`src/rtl/sample_fill_ctrl.sv`:
```
// Watermark-driven refill scheduler: requests stereo samples and packs {L,R} into FIFO words.
// Optional macro UNDERRUN_CNT_EN enables the wr_empty rising-edge counter on underrun_cnt.
module sample_fill_ctrl #(
  parameter int USEDW_W   = 8,
  parameter int LOW_WM    = 64,
  parameter int HIGH_WM   = 192,
  parameter int TIMEOUT   = 255,
  parameter int USEDW_LAT = 2
) (
  input  logic                      FPGACLK,
  input  logic                      Reset,
  input  logic                      enable,
  input  logic [USEDW_W-1:0]        wr_usedw,
  input  logic                      wr_full,
  input  logic                      wr_empty,
  output logic                      fifo_wrreq,
  output logic [31:0]               fifo_data,
  output logic                      gen_req,
  input  logic                      gen_valid,
  input  logic signed [15:0]        gen_sample_l,
  input  logic signed [15:0]        gen_sample_r,
  output logic                      filling,
  output logic                      timeout_err,
  output logic [15:0]               underrun_cnt
);

  localparam int TMO_W  = $clog2(TIMEOUT + 1);
  localparam int HOLD_W = (USEDW_LAT > 1) ? $clog2(USEDW_LAT) : 1;

  localparam logic [USEDW_W-1:0] LOW_LVL   = USEDW_W'(LOW_WM);
  localparam logic [USEDW_W-1:0] HIGH_LVL  = USEDW_W'(HIGH_WM);
  localparam logic [TMO_W-1:0]   TMO_LAST  = TMO_W'(TIMEOUT - 1);
  localparam logic [HOLD_W-1:0]  HOLD_LAST = HOLD_W'(USEDW_LAT - 1);

  typedef enum logic [2:0] {
    S_IDLE  = 3'd0,
    S_REQ   = 3'd1,
    S_WAIT  = 3'd2,
    S_WRITE = 3'd3,
    S_HOLD  = 3'd4
  } state_t;

  state_t              state;
  state_t              state_nx;
  logic [TMO_W-1:0]    tmo_cnt;
  logic [TMO_W-1:0]    tmo_cnt_nx;
  logic [HOLD_W-1:0]   hold_cnt;
  logic [HOLD_W-1:0]   hold_cnt_nx;
  logic                filling_nx;
  logic                gen_req_nx;
  logic                wrreq_nx;
  logic                tmo_err_nx;
  logic                capture;
  logic                set_cond;
  logic                clr_cond;
  logic                tmo_hit;
  logic                hold_last;

  assign set_cond  = enable && (wr_usedw < LOW_LVL);
  assign clr_cond  = !enable || wr_full || (wr_usedw >= HIGH_LVL);
  assign tmo_hit   = (tmo_cnt == TMO_LAST);
  assign hold_last = (hold_cnt == HOLD_LAST);

  always_ff @(posedge FPGACLK or posedge Reset) begin
    if (Reset) begin
      state <= S_IDLE;
    end else begin
      state <= state_nx;
    end
  end

  // A stalled WRITE leaves only after the cycle in which fifo_wrreq was actually high.
  always_comb begin
    state_nx = state;
    unique case (state)
      S_IDLE:  if ((filling || set_cond) && !clr_cond) state_nx = S_REQ;
      S_REQ:   state_nx = S_WAIT;
      S_WAIT: begin
        if (gen_valid)    state_nx = S_WRITE;
        else if (tmo_hit) state_nx = S_IDLE;
      end
      S_WRITE: if (fifo_wrreq) state_nx = S_HOLD;
      S_HOLD: begin
        if (hold_last) state_nx = (filling && !clr_cond) ? S_REQ : S_IDLE;
      end
      default: state_nx = S_IDLE;
    endcase
  end

  always_comb begin
    filling_nx  = filling;
    gen_req_nx  = (state_nx == S_REQ);
    wrreq_nx    = 1'b0;
    tmo_err_nx  = timeout_err;
    capture     = 1'b0;
    tmo_cnt_nx  = tmo_cnt;
    hold_cnt_nx = '0;
    unique case (state)
      S_IDLE: filling_nx = (filling || set_cond) && !clr_cond;
      S_REQ:  tmo_cnt_nx = '0;
      S_WAIT: begin
        if (gen_valid) begin
          capture  = 1'b1;
          wrreq_nx = !wr_full;
        end else if (tmo_hit) begin
          tmo_err_nx = 1'b1;
          filling_nx = 1'b0;
        end else begin
          tmo_cnt_nx = tmo_cnt + 1'b1;
        end
      end
      // Only we write this FIFO, so not-full one cycle ahead stays not-full for the write.
      S_WRITE: if (!fifo_wrreq) wrreq_nx = !wr_full;
      S_HOLD: begin
        if (hold_last) filling_nx = filling && !clr_cond;
        else           hold_cnt_nx = hold_cnt + 1'b1;
      end
      default: ;
    endcase
  end

  always_ff @(posedge FPGACLK or posedge Reset) begin
    if (Reset) begin
      gen_req     <= 1'b0;
      fifo_wrreq  <= 1'b0;
      filling     <= 1'b0;
      timeout_err <= 1'b0;
      fifo_data   <= '0;
      tmo_cnt     <= '0;
      hold_cnt    <= '0;
    end else begin
      gen_req     <= gen_req_nx;
      fifo_wrreq  <= wrreq_nx;
      filling     <= filling_nx;
      timeout_err <= tmo_err_nx;
      tmo_cnt     <= tmo_cnt_nx;
      hold_cnt    <= hold_cnt_nx;
      if (capture) fifo_data <= {gen_sample_l, gen_sample_r};
    end
  end

`ifdef UNDERRUN_CNT_EN
  function automatic logic [15:0] sat_inc(input logic [15:0] v);
    return (v == 16'hFFFF) ? v : v + 16'd1;
  endfunction

  logic        wr_empty_p0;
  logic [15:0] underrun_p1;

  // Stage 0: previous wr_empty, reset high so an empty FIFO at start-up is not an underrun.
  always_ff @(posedge FPGACLK or posedge Reset) begin
    if (Reset) begin
      wr_empty_p0 <= 1'b1;
      underrun_p1 <= '0;
    end else begin
      wr_empty_p0 <= wr_empty;
      if (enable && wr_empty && !wr_empty_p0) underrun_p1 <= sat_inc(underrun_p1);
    end
  end

  assign underrun_cnt = underrun_p1;
`else
  logic unused_empty;
  assign unused_empty = wr_empty;
  assign underrun_cnt = 16'h0000;
`endif

endmodule

```
`config.mk`:
```
export PLATFORM = sky130hd
export DESIGN_NAME = sample_fill_ctrl
export DESIGN_NICKNAME = d
export VERILOG_FILES = /design/src/rtl/sample_fill_ctrl.sv
export SDC_FILE = /design/constraint.sdc
export NUM_CORES = 1
export LEC_CHECK = 0
export CORE_UTILIZATION = 42
export CTS_BUF_LIST = sky130_fd_sc_hd__clkbuf_4 sky130_fd_sc_hd__clkbuf_8 sky130_fd_sc_hd__clkbuf_16
export DETAILED_ROUTE_END_ITERATION = 10
export GPL_TIMING_DRIVEN = 0
export PLACE_DENSITY = 0.8
export SLEW_MARGIN = 20
export SYNTH_ARGS = -nofsm -noshare
export SYNTH_HDL_FRONTEND = slang
export SYNTH_SLANG_ARGS = --single-unit
```
`constraint.sdc`:
```
create_clock -name FPGACLK -period 2.3 [get_ports FPGACLK]
set_clock_uncertainty 0.05 [all_clocks]
set_input_delay 0.575 -clock FPGACLK [delete_from_list [all_inputs] [get_ports FPGACLK]]
set_output_delay 0.575 -clock FPGACLK [all_outputs]
set_load 0.02 [all_outputs]
```
# After elaboration in Yosys (flattened, before gate mapping)
# Cells that the tools add are included.
[totals] latch_bits=0 memories=0 out_inout_bits=52 in_bits=46 mem_bits_rw=0 wordCells=59 romBits=0 register_bits=48
[op_classes] muxes=21 shift=0 n_lt_le_gt_ge=2 n_reduce_logical=15 add_sub_neg=2 mul=0 n_bitwise=1 div_mod_pow=0 n_eq_ne=10
[ops] cell="two-way mux 8 bit" count=2
[ops] cell="one-hot mux 8 bit (2 select lines)" count=1
[ops] cell="two-way mux 3 bit" count=5
[ops] cell="one-hot mux 3 bit (5 select lines)" count=1
[ops] cell="two-way mux 1 bit" count=10
[ops] cell="adder 8 x 1 -> 8 bit, second input constant" count=1
[ops] cell="== test 8 bit, second input constant" count=1
[ops] cell=">= comparator 8 bit, second input constant" count=1
[ops] cell="< comparator 8 x 7 -> 1 bit, second input constant" count=1
[ops] cell="inequality test 2 bit, second input constant" count=4
[ops] cell="== test 3 x 1 -> 1 bit, second input constant" count=2
[ops] cell="== test 3 x 2 -> 1 bit, second input constant" count=2
[ops] cell="AND reduction 3 bit" count=2
[ops] cell="AND reduction 4 bit" count=1
[ops] cell="== test 3 bit, second input constant" count=1
[ops] cell="logical AND 1 bit" count=3
[ops] cell="logical NOT 1 bit" count=3
[ops] cell="logical NOT 3 bit" count=1
[ops] cell="logical OR 1 bit" count=3
[ops] cell="one-hot mux 1 bit (3 select lines)" count=1
[ops] cell="nonzero test 3 bit" count=1
[ops] cell="one-hot mux 1 bit (2 select lines)" count=1
[ops] cell="nonzero test 2 bit" count=1
[ops] cell="adder 1 bit, second input constant" count=1
[ops] cell="NOT 1 bit" count=1

# Longest topological paths before layout
[depth] depth_word=9 ltp_mapped=7 ltp_nobuf=6

# Worst setup path before layout
# Ideal clock, no wire load.
[synth_path] path_kind="register to register" start="register tmo_cnt[0]" end="register tmo_cnt[3]" arrival_ps=1736 t_required_ps=2173 setup_slack_ps=436 period_less_slack_ps=1864 setup_ps=77 path_stages_with_launch=8 path_buffers=1 cell_sequence="dfrtp_1 -> inv_1 -> ha_1 -> and3_1 -> and3_1 -> buf_2 -> or4_1 -> a21oi_1"
[synth_between] elab_chain_cells=4 word_cells_on_any_way=7 cone_classes="add/sub: 1; eq/ne: 2; mux: 3; reduce/logical: 1"
[synth_rtl] item="start: declaration" line_no="45" source="logic [TMO_W-1:0] tmo_cnt;"
[synth_rtl] item="start signal: assignment" line_no="136" source="tmo_cnt <= tmo_cnt_nx;"
[synth_rtl] item="adder 8 x 1 -> 8 bit" line_no="109" source="tmo_cnt_nx = tmo_cnt + 1'b1;"
[synth_rtl] item="two-way mux 8 bit" line_no="105" source="end else if (tmo_hit) begin"
[synth_rtl] item="two-way mux 8 bit" line_no="102" source="if (gen_valid) begin"
[synth_rtl] item="one-hot mux 8 bit (2 select lines)" line_no="98" source="unique case (state)"
# Several ways; a longest one is shown, not always the timed one. The select of a mux whose other input is x is not followed.
# A chain may end at the register's enable or synchronous reset.

# Final worst setup path
[layout_path] start="input gen_valid" end="register tmo_cnt[7]"
[layout_between] elab_chain_cells=2
[layout_rtl] item="start: declaration" line_no="19" source="input logic gen_valid,"
[layout_rtl] item="inequality test 2 bit (no line)"
[layout_rtl] item="AND reduction 3 bit (no line)"
# Every way passes these cells.

==> results.md <==
- Outcome: finished, final reports clean
- DP HPWL: 3.472 mm
- Number of global-route vias before repair: about 1,600
- Input/output buffers: 74
- Worst-path clk slew: 80 ps
- Final Max Slew Viols: 0
- Largest net degree at the start of global routing: 33
- Grt peak-use layer: met2
- M2 GR Usage: 0.2877
- CTS tree: yes
- Final worst-path cycle share: 0.9500
- Grt ovf: 0
- Cell area after layout: 0.003259 mm2
- H-tree levels: 2
- CP bufs+invs: 1
- Power density cells: 1216 mW/mm2
- Antenna violations before repair: 0
- Die Span X: 75.29 um
- Worst Hold Slack: 419.4 ps
- Clk buf depth: 2
- Slowest CP cell: clkdlybuf4s50_1
- Final hold vios: 0
- Initial DRT Pass Iterations: 4
- Fraction of layout cells with a size suffix above 1: 0.2246
- Residual DRC: 0
- Peak VDD IR: 0.0006217 V
- Leakage power: 1.427 nW
- Die Area: 0.005669 mm2
- Placed Area: 0.003161 mm2
- Tmin final: between 2000 and 2500 ps
- RSZ-0062 raised after global routing: false
- Sink Count: 48
- Cell Count, Final, Fillers Out: 355
- Worst Setup Start Kind: input port
- Crit-path cells: clkdlybuf4s50_1 -> nor4b_2 -> o211ai_1 -> or4_1 -> a21oi_1
- Antenna Nets Post-Route: 0
- Design Power: ~4.0 mW
- Final layout net count: 334
- Clock latency on the worst-skew pair: 300 ps
- Post-synthesis average cell area: 11.94 um2
- Die H: ~75 um
- Crit path kind: input port to flip-flop
- CTS Buf Count: 5
- First-pass GRT wire length: 7.086 mm
- Max Freq: 457.6 MHz
- Seq/Total Area, Yosys: 0.5324
- Yosys reg bits: 48
- Worst-path maximum fanout: 8
- Met3 Track Usage GR: 0.04894
- CP delay by family, top: simple AND/OR/NAND/NOR gates
- Final WL: 4.513 mm
- Vias after detailed routing: 1,724
- Ports: 98
- Hold_buf cts: 0
- Min-Delay Path Class: flip-flop to flip-flop
- Mapped Area: 0.002256 mm2
- Routed wire length per instance: 12.71 um
- Worst EP arrival: 2360 ps
- YS warnings: 0
- Mapped Cells: 189
- Rows: 26
- Initial DRC Count: 59
- CTS Root Cell: clkbuf_8
- Final count of negative-setup-slack endpoints: 0
- Tot GR Track Use: 0.1629
- Critical Path RT: 2470 ps
- Diodes inserted: 0
- Met1 Use GR: 0.1947
- Synth-to-Final Area Change: 44.48%
- Netlist cell types: 38
- Postcts setup bufs: 0
- # resized after CTS: 0
- Final GP Congestion: 0.7763
- Delay of the slowest critical-path stage: between 500 and 600 ps
- Core box area: ~0.005 mm2
- Vias/cell: 4.856
- # Max-Cap Violations: 0
- Initial core utilization: 0.4389
- Worst Setup End Kind: flip-flop
- Post-Place Cells: 349
final timing paths:
kind	start	endpoint	slack, ps	cells past startpoint
setup reg to reg	tmo_cnt[0]	tmo_cnt[4]	260	7
setup / recovery	gen_valid	tmo_cnt[7]	110	5
hold / removal	timeout_err	timeout_err	420	2
hold reg to reg	timeout_err	timeout_err	420	2
min in group asynchronous	Reset	tmo_cnt[3]	540	2
max in group asynchronous	Reset	state[0]	1170	3
registers in the layout (all words and copies together) (netlist names):
signal	cells
state	3
filling	1
tmo_cnt	8
fifo_wrreq	1
gen_req	1
hold_cnt	1
timeout_err	1
fifo_data	32
worst min-delay path: stages (launching register included):
cell and delay, ps:
dfrtp_1 350, inv_1 40, o31ai_1 50
per-stage QoR:
step	setup TNS, ps	utilization	worst slack [ps]
after floorplan	0	-	436.3
after global placement	-20930	0.6110	-402.2
after detailed placement	-3256	0.6149	-201.8
after CTS	0	0.6341	120.7
after global routing	0	0.6341	41.23
final	0	0.6341	114.9
routing by layer:
metal  vias up  part of all wire
met3         7             0.075
met5         -                 0
li1        830                 -
met2        59              0.51
met4         0            0.0091
met1       828              0.40
placed cells by master (no fill, tap or decap), types with 2 or more instances in the layout:
cell type / count
buf_2: 6
conb_1: 16
mux2_2: 29
inv_1: 3
mux2_1: 5
nor2_1: 7
nor3b_1: 3
a21oi_1: 7
or4_1: 4
nor2b_1: 4
dfrtp_1: 48
o21ai_0: 7
and2_1: 3
clkdlybuf4s50_1: 74
o31ai_1: 5
nor3_1: 2
clkbuf_8: 5
a211o_1: 2
ha_1: 2
nand3_1: 5
clkbuf_1: 2
buf_4: 16
nand2_1: 8
and3_1: 3
cell families (layout without fill, tap and decap cells):
family / count (synthesis) / in the layout / share of synthesized area
AOI/OAI and AO/OA: 28 / 28 / 0.07932
adders and majority gates: 2 / 2 / 0.01109
buffers and inverters: 28 / 109 / 0.07654
DFF: 48 / 48 / 0.5324
muxes: 34 / 34 / 0.1697
other: 1 / 16 / 0.001662
and+or+nand+nor: 48 / 48 / 0.1292
cell usage after synthesis, drive strengths merged:
master | instances | area share
nor4b | 1 | 0.0067
o22a | 1 | 0.0039
a21boi | 1 | 0.0033
inv | 4 | 0.0067
nand4 | 1 | 0.0028
nand2 | 8 | 0.013
clkbuf | 2 | 0.0033
ha | 2 | 0.011
a31o | 1 | 0.0039
mux2 | 34 | 0.17
and2 | 3 | 0.0083
or2 | 1 | 0.0028
dfrtp | 48 | 0.53
o211ai | 1 | 0.0033
and3 | 3 | 0.0083
or3b | 2 | 0.0078
a21o | 1 | 0.0033
a21oi | 7 | 0.016
o21ai | 8 | 0.018
nor3 | 2 | 0.0044
nor3b | 4 | 0.018
nand3 | 5 | 0.011
buf | 22 | 0.067
o31ai | 5 | 0.017
nor2b | 4 | 0.011
or4 | 4 | 0.013
a221oi | 1 | 0.0039
nor2 | 8 | 0.014
or3 | 1 | 0.0028
conb | 1 | 0.0017
a211o | 2 | 0.0078
and4 | 1 | 0.0039
report_power, final:
group | total (mW) | internal (mW) | switching (mW)
logic | 1.99 | 1.05 | 0.934
registers | 1.41 | 1.20 | 0.209
clock network | 0.571 | 0.312 | 0.259
total | 3.96 | 2.56 | 1.40
layout make-up:
| cell class | count | area, um2 |
|---|---|---|
| buffer | 24 | 157.7 |
| timing repair buffer | 75 | 760.7 |
| clock inverter | 1 | 30.03 |
| inverter | 4 | 15.01 |
| tap | 70 | 87.58 |
| fill | 429 | 1881 |
| multi-input combinational | 128 | 938.4 |
| sequential | 48 | 1201 |
| clock buffer | 5 | 68.82 |
No activity file was read; power rests on OpenSTA's default activity.
==> edit 1: new RTL, config.mk and constraints unchanged <==
Add a define of `UNDERRUN_CNT_EN`.
--- a/src/rtl/sample_fill_ctrl.sv
+++ b/src/rtl/sample_fill_ctrl.sv
@@ -1,5 +1,7 @@
 // Watermark-driven refill scheduler: requests stereo samples and packs {L,R} into FIFO words.
 // Optional macro UNDERRUN_CNT_EN enables the wr_empty rising-edge counter on underrun_cnt.
+`define UNDERRUN_CNT_EN
+
 module sample_fill_ctrl #(
   parameter int USEDW_W   = 8,
   parameter int LOW_WM    = 64,
Check against the original RTL: not equivalent (Yosys sat finds a counterexample within 4 cycles, from zero or initial values and one cycle with Reset high).
==> edit 1 against the unedited design <==
Sequential cell count up 17. Routed wire length up 43%. Worst setup slack better by 0.091 ns. Largest cell class unchanged. Clock power up 71%. Critical endpoint is now underrun_cnt[5]. Critical path type is now flop to primary output. Sequential share of layout area up 1.4 points. Total power up 26%. Final area up 30%. Largest power group unchanged. Area after synthesis up 33%.
==> edit 1: results (changes against the unedited design) <==
status finished clean; cell class contributing the biggest share of worst-path delay buffers and inverters; Post-Synthesis Cells 239 (+26%); peak fanout along the critical path 6 (-2); max incr delay on CP 0.66 ns (+0.09 ns); largest net degree at the start of global routing 35 (+6.1%); synth cell count leaders dfrtp_1, mux2_2, nand2_1; CTS HTree Levels 3 (+1); library cells used by synthesis 51 (+34%); # fillers 582 (+36%); Seq/Total Area, Yosys 54.4% (+1.1 points); Area contributors post-synth dfrtp_1, mux2_2, xor2_1, nand2b_1, mux2i_1; first-pass GRT wire length 10800 um (+53%); Static Leakage 1.78 nW (+25%); share of layout cells above drive strength 1 19.3% (-3.1 points); Max VDD drop 528 uV (-15%); dpl hpwl 4810 um (+39%); worst-skew pair later-pin latency 0.33 ns (+0.03 ns); Layout Nets 391 (+17%); GR Util met1 23.7% (+4.2 points); routability cong. 0.865 (+11%); met2 usage 30.4% (+1.6 points); GRT Total Usage 18.8% (+2.5 points); Cell Area, Placed 4050 sq um (+28%); Yosys warning count 0 (unchanged); headroom to the max-slew limit 65.0%; Vias/cell 5.12 (+5.4%); non-filler cells, final 443 (+25%); wire per inst 14.5 um (+14%); Iteration-0 DRC Markers 96 (+63%); crit path DAT 1.47 ns (-0.89 ns); total CTS buffers 9 (+4)
-- edit 1: worst paths after layout --
| check | endpoint | start | depth (start not counted) | slack (ns) |
|---|---|---|---|---|
| setup / recovery | underrun_cnt[5] | underrun_cnt[5] | 1 | 0.21 |
| max in group asynchronous | fifo_data[28] | Reset | 3 | 1.14 |
| hold / removal | timeout_err | timeout_err | 1 | 0.42 |
| min in group asynchronous | underrun_cnt[10] | Reset | 2 | 0.54 |
| setup reg to reg | underrun_cnt[1] | underrun_cnt[0] | 5 | 0.35 |
| hold reg to reg | timeout_err | timeout_err | 1 | 0.42 |
-- edit 1: metal layers --
metal / part of all wire [%] / vias up
met5: 0 / -
met2: 48 / 80
li1: - / 1078
met3: 6.5 / 10
met1: 44 / 1099
met4: 1.6 / 0
-- edit 1: kinds of logic (layout without fill, tap and decap cells) --
group | Yosys count | after routing | synth area share (%)
flip-flops | 65 | 65 | 54.4
multiplexers | 41 | 41 | 15.3
buffers and inverters | 11 | 119 | 1.63
AND/OR/NAND/NOR | 78 | 78 | 16.3
XOR/XNOR | 13 | 13 | 3.80
adder cells (fa/ha/maj) | 3 | 3 | 1.25
AO/OA/AOI/OAI | 28 | 28 | 7.36
-- edit 1: power by group --
| group | internal, mW | switching [mW] |
|---|---|---|
| Clock | 0.531 | 0.444 |
| Sequential | 1.54 | 0.285 |
| Combinational | 1.14 | 1.06 |
| Total | 3.21 | 1.79 |
-- edit 1: layout make-up --
type | instances | area, sq um | area share, %
Buffer | 8 | 37.5 | 0.883
Clock buffer | 10 | 138 | 3.24
Clock inverter | 6 | 67.6 | 1.59
Inverter | 3 | 13.8 | 0.324
Multi-Input combinational cell | 163 | 1320 | 31.0
Sequential cell | 65 | 1630 | 38.3
Tap cell | 96 | 120 | 2.82
Timing Repair Buffer | 92 | 931 | 21.9
-- edit 1: through the flow --
| step | TNS, ns | setup WS [ns] | power (mW) |
|---|---|---|---|
| 2_1_floorplan | 0 | 0.0502 | 3.07 |
| 3_3_place_gp | -70.67 | -1.05 | 3.98 |
| 3_5_place_dp | -3.87 | -0.136 | 4.07 |
| 4_1_cts | 0 | 0.179 | 5.05 |
| 5_1_grt | 0 | 0.105 | 5.30 |
| 6_report | 0 | 0.206 | 5.00 |
==> edit 2: new RTL, same flow settings <==
Without the edit above. Register the output `timeout_err` once more, cleared by the reset; this adds one clock of latency there. The other outputs are not delayed to match.
--- a/src/rtl/sample_fill_ctrl.sv
+++ b/src/rtl/sample_fill_ctrl.sv
@@ -39,6 +39,8 @@
     S_WRITE = 3'd3,
     S_HOLD  = 3'd4
   } state_t;
+
+  logic timeout_err_s0;
 
   state_t              state;
   state_t              state_nx;
@@ -91,7 +93,7 @@
     filling_nx  = filling;
     gen_req_nx  = (state_nx == S_REQ);
     wrreq_nx    = 1'b0;
-    tmo_err_nx  = timeout_err;
+    tmo_err_nx  = timeout_err_s0;
     capture     = 1'b0;
     tmo_cnt_nx  = tmo_cnt;
     hold_cnt_nx = '0;
@@ -124,7 +126,7 @@
       gen_req     <= 1'b0;
       fifo_wrreq  <= 1'b0;
       filling     <= 1'b0;
-      timeout_err <= 1'b0;
+      timeout_err_s0 <= 1'b0;
       fifo_data   <= '0;
       tmo_cnt     <= '0;
       hold_cnt    <= '0;
@@ -132,7 +134,7 @@
       gen_req     <= gen_req_nx;
       fifo_wrreq  <= wrreq_nx;
       filling     <= filling_nx;
-      timeout_err <= tmo_err_nx;
+      timeout_err_s0 <= tmo_err_nx;
       tmo_cnt     <= tmo_cnt_nx;
       hold_cnt    <= hold_cnt_nx;
       if (capture) fifo_data <= {gen_sample_l, gen_sample_r};
@@ -165,5 +167,13 @@
   assign underrun_cnt = 16'h0000;
 `endif
 
+  always_ff @(posedge FPGACLK or posedge Reset) begin
+    if (Reset) begin
+      timeout_err <= '0;
+    end else begin
+      timeout_err <= timeout_err_s0;
+    end
+  end
+
 endmodule
 
Function: same outputs for any inputs over 10 cycles, from zero or initial values and one cycle with Reset high; that may be too few to reach the edited logic, so the function may still have changed.
==> edit 2 against the unedited design <==
Sequential share of layout area shrank 0.15 points. Routed wire length grew 11%. Die area grew 2.6%. Sequential cell count grew 1. Total power grew 2.4%. Area after synthesis grew 2.7%. Final area grew 2.5%. Maximum frequency grew 5.0%. Global-route usage grew 1.7 points. Non-clock buffer count is the same. Clock power grew 13%. Worst setup slack gained 0.10 ns. Critical endpoint is now tmo_cnt[4]. Largest power group unchanged.
==> edit 2: results (changes against the unedited design) <==
largest net degree at the start of global routing 28 (-15%); GRT Total Usage 18.0% (+1.7 points); Seq/Total Area, Yosys 52.9% (-0.30 points); Hold Path Stages 0 (-2); vias in the first global route 1660 (+6.0%); peak fanout along the critical path 8 (unchanged); R2R depth 6 (-1); met3 global-route usage 4.31% (-0.58 points); Post-CTS Hold Fix Bufs 0 (unchanged); Yosys warning count 0 (unchanged); worst-skew pair later-pin latency 0.30 ns (about the same); crit path DAT 2.22 ns (-0.14 ns); share of layout cells above drive strength 1 12.8% (-9.6 points); max incr delay on CP 0.57 ns (about the same); flop2flop setup slack 0.45 ns (+0.19 ns); GR Util met1 22.8% (+3.4 points); Worst-path clk slew 0.09 ns; met2 usage 30.6% (+1.9 points); post_cts resized 0 (unchanged); final WL 5010 um (+11%); status finished clean; non-filler cells, final 358 (+0.85%); Vias/cell 4.98 (+2.5%); dpl hpwl 3750 um (+8.0%); Min-Delay Endpoint timeout_err; CP max-delay cell clkdlybuf4s50_1; Static Leakage 1.50 nW (+5.0%); routability cong. 0.880 (+13%); Layout Nets 335 (+0.30%); Area contributors post-synth dfrtp_1, mux2_1, buf_4, nand2_1, mux2_2; initial antenna violation count 0 (unchanged); library cells used by synthesis 45 (+18%); CTS HTree Levels 2 (unchanged); Post-Syn Area per Cell 12.2 sq um (+2.1%); async set or reset register ratio after synthesis 100% (unchanged); Iteration-0 DRC Markers 50 (-15%); Max VDD drop 508 uV (-18%); synth cell count leaders dfrtp_1, mux2_1, buf_4; hold path start timeout_err_s0; first-pass GRT wire length 8200 um (+16%); clk buf depth 2 (unchanged); Placed Cells incl. Taps 350 (+0.29%); PortBufs 74 (unchanged)
[edit 2: cell types whose count changed after synthesis, sizes merged, moves of 2 or more]
cell    change
nand3       -2
o211ai      +2
or4         -3
o21ai       -3
mux2i       +2
nand2b      +3
a21oi       -4
o31ai       -3
[edit 2: stage by stage]
| step | hold slack, ns | setup WS (ns) | util [%] | cell area, sq um | setup TNS, ns |
|---|---|---|---|---|---|
| floorplan | 0.304 | 0.502 | - | 2370 | 0 |
| global placement | 0.309 | -0.443 | 61.5 | 3200 | -21.61 |
| detailed placement | 0.311 | -0.0772 | 61.9 | 3220 | -0.164 |
| CTS | 0.329 | 0.236 | 64.2 | 3340 | 0 |
| global route | 0.358 | 0.149 | 64.2 | 3340 | 0 |
| finish | 0.327 | 0.220 | 64.2 | 3340 | 0 |
[edit 2: how the worst max path moves through the flow]
stage,end,from,cells past startpoint
final,tmo_cnt[4],gen_valid,5
after global placement,filling,Reset,2
after global routing,tmo_cnt[4],gen_valid,5
after detailed placement,tmo_cnt[4],gen_valid,5
after floorplan,fifo_data[0],Reset,1
after CTS,tmo_cnt[4],gen_valid,5
[edit 2: layout make-up]
cell class	instances	area [sq um]
fill	398	1860
sequential	49	1230
multi-input combinational	128	965
timing repair buffer	75	761
buffer	24	166
tap	70	87.6
clock buffer	6	82.6
clock inverter	2	37.5
inverter	4	15.0
[edit 2: kinds of logic (layout without fill, tap and decap cells)]
kind of cell / after synthesis / in the layout / share of synthesized area (%)
AO/OA/AOI/OAI: 26 / 26 / 8.37
buffers and inverters: 28 / 111 / 7.83
flip-flops: 49 / 49 / 52.9
multiplexers: 35 / 35 / 16.9
adder cells (fa/ha/maj): 2 / 2 / 1.08
other: 1 / 16 / 0.162
AND/OR/NAND/NOR: 49 / 49 / 12.7
[edit 2: worst reg2reg max path: stages (launching register included)]
cell and delay [ns]:
dfrtp_1 0.47, inv_1 0.09, ha_1 0.19, and3_1 0.20
and3_1 0.24, or3_1 0.37, mux2i_1 0.13
[edit 2: per-layer routing]
| layer | share of wire (%) | up-vias | wire [um] |
|---|---|---|---|
| met1 | 45 | 855 | 2230 |
| met4 | 1.2 | 0 | 60 |
| met3 | 6.8 | 7 | 341 |
| met2 | 47 | 80 | 2380 |
| met5 | 0 | - | 0 |
| li1 | - | 840 | - |
[edit 2: where the power goes]
part	leakage (nW)	switching (mW)	internal (mW)
Combinational	0.849	0.959	1.00
Sequential	0.593	0.226	1.22
Clock	0.0574	0.292	0.354
